**src/rtl/bias_add_stream.sv**
```systemverilog
// bias_add_stream
//   Consumer end of the per-layer bias bus. Each of N_adder_tree lanes takes an
//   18-bit adder-tree partial result, adds the matching bias lane, saturates the
//   sum to 18 bits and optionally clamps negatives to zero (RELU). Results leave
//   on a two-stage valid/ready pipeline together with a last-pixel flag that
//   marks the final transfer of each PIXELS-long feature map.
//
// Ports
//   clk        single clock
//   rst        synchronous active-high reset
//   bias       packed bias bus, lane i = bias[18*(i+1)-1:18*i], static per layer
//   in_data    packed adder-tree results, same packing
//   in_valid   in_data valid
//   in_ready   block can accept in_data this cycle
//   out_data   packed biased (saturated, optionally rectified) results
//   out_valid  out_data valid
//   out_ready  downstream accepts out_data
//   out_last   high with the final pixel of a feature map
module bias_add_stream #(
    parameter int N_adder_tree = 16,
    parameter bit RELU         = 1'b1,
    parameter int PIXELS       = 784
) (
    input  logic                       clk,
    input  logic                       rst,
    input  logic [N_adder_tree*18-1:0] bias,
    input  logic [N_adder_tree*18-1:0] in_data,
    input  logic                       in_valid,
    output logic                       in_ready,
    output logic [N_adder_tree*18-1:0] out_data,
    output logic                       out_valid,
    input  logic                       out_ready,
    output logic                       out_last
);

    localparam int W  = 18;
    localparam int CW = (PIXELS > 1) ? $clog2(PIXELS) : 1;
    localparam logic [CW-1:0] LAST_CNT = CW'(PIXELS - 1);

    logic [W:0]                s1_sum [N_adder_tree];
    logic                      s1_valid;
    logic                      s2_valid;
    logic [CW-1:0]             pix_cnt;
    logic [N_adder_tree*W-1:0] sat_data;
    logic [W:0]                lane_sum;
    logic [W-1:0]              lane_res;
    logic                      adv1;
    logic                      adv2;
    logic                      at_last;

    // Each stage advances when it is empty or the stage after it drains; the
    // ready path never looks at in_valid.
    assign adv2      = !s2_valid || out_ready;
    assign adv1      = !s1_valid || adv2;
    assign in_ready  = adv1;
    assign out_valid = s2_valid;
    assign at_last   = (pix_cnt == LAST_CNT);

    // Saturation: the 19-bit sum overflows 18 bits exactly when its top two
    // bits disagree; the top bit then gives the direction of the clamp.
    always_comb begin
        sat_data = '0;
        lane_sum = '0;
        lane_res = '0;
        for (int unsigned i = 0; i < N_adder_tree; i++) begin
            lane_sum = s1_sum[i];
            if (lane_sum[W] != lane_sum[W-1])
                lane_res = lane_sum[W] ? {1'b1, {(W-1){1'b0}}} : {1'b0, {(W-1){1'b1}}};
            else
                lane_res = lane_sum[W-1:0];
            if (RELU && lane_res[W-1])
                lane_res = '0;
            sat_data[i*W +: W] = lane_res;
        end
    end

    always_ff @(posedge clk) begin
        if (rst) begin
            s1_valid <= 1'b0;
            s2_valid <= 1'b0;
            out_data <= '0;
            out_last <= 1'b0;
            pix_cnt  <= '0;
            for (int unsigned i = 0; i < N_adder_tree; i++)
                s1_sum[i] <= '0;
        end else begin
            if (adv1) begin
                s1_valid <= in_valid;
                if (in_valid) begin
                    for (int unsigned i = 0; i < N_adder_tree; i++)
                        s1_sum[i] <= {in_data[i*W+W-1], in_data[i*W +: W]}
                                   + {bias[i*W+W-1], bias[i*W +: W]};
                end
            end
            if (adv2) begin
                s2_valid <= s1_valid;
                // The pixel count follows s1->s2 loads so out_last rides with
                // the data it describes.
                if (s1_valid) begin
                    out_data <= sat_data;
                    out_last <= at_last;
                    pix_cnt  <= at_last ? '0 : pix_cnt + 1'b1;
                end
            end
        end
    end

endmodule

```
**config.mk**
```make
export PLATFORM = sky130hd
export DESIGN_NAME = bias_add_stream
export DESIGN_NICKNAME = d
export VERILOG_FILES = /design/src/rtl/bias_add_stream.sv
export SDC_FILE = /design/constraint.sdc
export NUM_CORES = 2
export LEC_CHECK = 0
export ABC_AREA = 1
export CAP_MARGIN = 20
export CELL_PAD_IN_SITES_DETAIL_PLACEMENT = 1
export CELL_PAD_IN_SITES_GLOBAL_PLACEMENT = 2
export CORE_MARGIN = 2
export CORE_UTILIZATION = 26
export DETAILED_ROUTE_END_ITERATION = 16
export PLACE_DENSITY = 0.82
export SLEW_MARGIN = 20
export SYNTH_ARGS = -nofsm -noshare
export SYNTH_HDL_FRONTEND = slang
export SYNTH_SLANG_ARGS = --single-unit
```
**constraint.sdc**
```tcl
create_clock -name clk -period 11.5 [get_ports clk]
set_input_delay 3.45 -clock clk [delete_from_list [all_inputs] [get_ports clk]]
set_output_delay 3.45 -clock clk [all_outputs]
set_load 0.01 [all_outputs]
```
==> impl_metrics.tcl <==
set metrics [dict create \
    hold_viol 0 \
    fp.dieH_um 398.3 \
    rsz0062_at_grt "false" \
    synthFlopType "edfxtp_1" \
    cts_setup_buffers 0 \
    final_util_pct 34.61 \
    num-nets-final 7568 \
    die_w_um 398.3 \
    fin_skew_ns 0.02503 \
    max_freq_ghz 0.1239 \
    p_leak_nw 24.11 \
    critPathMostFrequentCell "clkdlybuf4s50_1" \
    drv_cap 0 \
    firstDrtPassIters 5 \
    core_um2 154200 \
    area_delta_synth_final_pct 32.08 \
    ctsResizeCount 0 \
    min_period_ns 8.071 \
    wl_um 167400 \
    maxSlewHeadroom_pct 29.95 \
    clockRootBuffer "clkbuf_16" \
    yosys-top-cells-count "nand2_1, a21oi_1, inv_1" \
    path_delay_family "buffers and inverters" \
    overflow 0 \
    ir_drop_uv 101.8 \
    powerDensity_nw_per_um2 131.0 \
    avgRoutedWirePerCell_um 19.09 \
    critical_path_required_ns 8.05 \
    port_buffers 854 \
    grt_pass1_vias 42070 \
    synth.most_common_cell "nand2_1" \
    tritoncts "done" \
    htree_levels 3 \
    final.setup.tns_ns 0 \
    synthTopCellsByArea "edfxtp_1, nand2_1, dfxtp_1" \
    worst_slew_pin_slew_ns 1.051 \
    clkSinkCount 589 \
    syn_inst 5882 \
    grt_max_degree 136 \
    place.gp.congestion 0.8998 \
    crit_type "in -> out" \
    floorplan.initialDensity_pct 26.21 \
    synth_edf_count 304 \
    synth_top_area_share_pct 22.59 \
    insertion_delay_ns 0.67 \
    synth_area_um2 40420 \
    drc 0 \
    avgSynthCellArea_um2 6.871 \
    max_stage_delay_ns 0.55 \
    async_reset_ff_share_pct 0 \
    via_per_inst 4.682 \
    worstPathCellList "clkdlybuf4s50_1, inv_2, nand3_1, clkdlybuf4s50_1" \
    ys_types 38 \
    rows 144 \
    hpwl_um 134100 \
    drt_iter0_markers 1816 \
    slowest_stage "clkdlybuf4s50_1" \
    worst-path-buf-inv 3 \
    outcome "finished, final reports clean" \
    grt_use_total_pct 20.54 \
    worst_ep_arrival_time_ns 4.62 \
    drive_gt1_share_pct 3.454 \
    start_kind "primary input" \
    clk_pin_slew_ns 0.05 \
    vias 41060 \
    yosys.area.top_type "edfxtp_1" \
    slew_viol_final 0 \
    postCtsHoldBufs 0 \
    ant_nets 0 \
    cp_max_fo 3 \
    clock_path_buffers 3 \
    yosys_warnings 0 \
    fill_cells 19140 \
    end_kind "output pin" \
    cts_buffers 78 \
    grt_pass1_wl_um 251500 \
    antenna_found_initial 33 \
    synth_seq_cells 589 \
    hold_path.class "reg -> reg" \
    seq_area_frac_synth_pct 36.70 \
    die-area_um2 158600 \
    setup_violations 0 \
    fin_crit_sh_pct 70.18 \
    ios 871 \
]
==> worst paths after layout <==
| check | from | to | slack (ns) | cells past startpoint |
|---|---|---|---|---|
| min | out_data[33] | out_data[33] | 0.46 | 2 |
| max reg2reg | s1_valid | s1_sum[0][107] | 8.64 | 6 |
| min reg2reg | out_data[33] | out_data[33] | 0.46 | 2 |
| max | out_ready | in_ready | 3.43 | 4 |
==> layer usage <==
layer / part of all wire, % / vias up / track usage (%)
met1: 44 / 19410 / 25.56
met3: 6.5 / 245 / 5.339
met4: 3.3 / 44 / 7.096
li1: - / 20550 / -
met5: 0.17 / - / 0
met2: 46 / 813 / 34.23
==> registers in the layout, summed over array words and instances (netlist names) <==
register / cells
out_valid: 1
s1_valid: 1
s1_sum: 304
out_data: 272
pix_cnt: 10
out_last: 1
==> kinds of logic after synthesis <==
family / synth area share, %
AO/OA/AOI/OAI: 11.62
XOR/XNOR: 0.1950
other: 0.009278
adder cells (fa/ha/maj): 10.73
flip-flops: 36.70
buffers and inverters: 8.247
AND/OR/NAND/NOR: 32.50
==> tightest hold or removal path, delay by kind of cell, from the launching register on <==
kind / cells / cell delay (ns)
flops: 1 / 0.30
compound gates: 1 / 0.05
simple gates: 1 / 0.06
==> cell type report <==
class / instances / area (um^2) / share of cell area, %
multi-input combinational: 4518 / 22330 / 41.84
tap: 2044 / 2557 / 4.791
clock inverter: 34 / 446.7 / 0.8368
timing repair buffer: 866 / 8693 / 16.29
antenna: 8 / 20.02 / 0.03750
inverter: 598 / 2251 / 4.217
clock buffer: 112 / 2243 / 4.203
sequential: 589 / 14830 / 27.79
==> report_power, final <==
group          switching (W)  leakage [nW]  internal [W]  total [W]
Clock                0.00103          1.31       0.00155    0.00258
Combinational        0.00119          17.2      0.000738    0.00192
Sequential         0.0000809          5.63       0.00241    0.00249
Total                0.00230          24.1       0.00469    0.00699
==> cells in the final DEF, fill, tap and decap left out, types with 4 or more instances in the layout <==
cell             Yosys  final
dfxtp_1            285    285
bufinv_16            0      8
clkinv_1             0      6
o21bai_1             8      8
inv_1              596    595
nand3_1            288    288
nor2_1             443    443
clkbuf_16            0     81
o21a_1              10     10
clkbuf_1            57     21
xor2_1               8      8
buf_12               1      4
edfxtp_1           304    304
a21oi_1            738    738
clkdlybuf4s50_1      0    853
a21oi_2             20     20
fa_1                16     16
clkbuf_8             0     10
nand4_1             27     27
nor3_4              13     15
nand2_1           2326   2325
nor3b_1              5      5
nand2_2             21     21
inv_6                0      4
nor3_1              60     60
ha_1               321    321
or2_2               38     38
o21ai_0            105    105
and2_1               6      6
nor4_1              18     18
clkinv_2             0     11
buf_4               40      8
conb_1               1     16
a21o_1              20     20
diode_2              0      8
==> per-stage QoR <==
step	hold WS, ns	instances	total power, W	instance area, um^2	setup WS [ns]
floorplan	0.4606	5897	0.003685	40470	0.1323
global placement	0.4525	8615	0.004439	50660	3.398
detailed placement	0.4549	8615	0.004472	50660	3.431
CTS	0.4641	8761	0.007111	53350	3.427
global route	0.4798	8768	0.007417	53380	3.374
finish	0.4624	8769	0.006994	53380	3.429
Power figures use the tool's default switching activity.
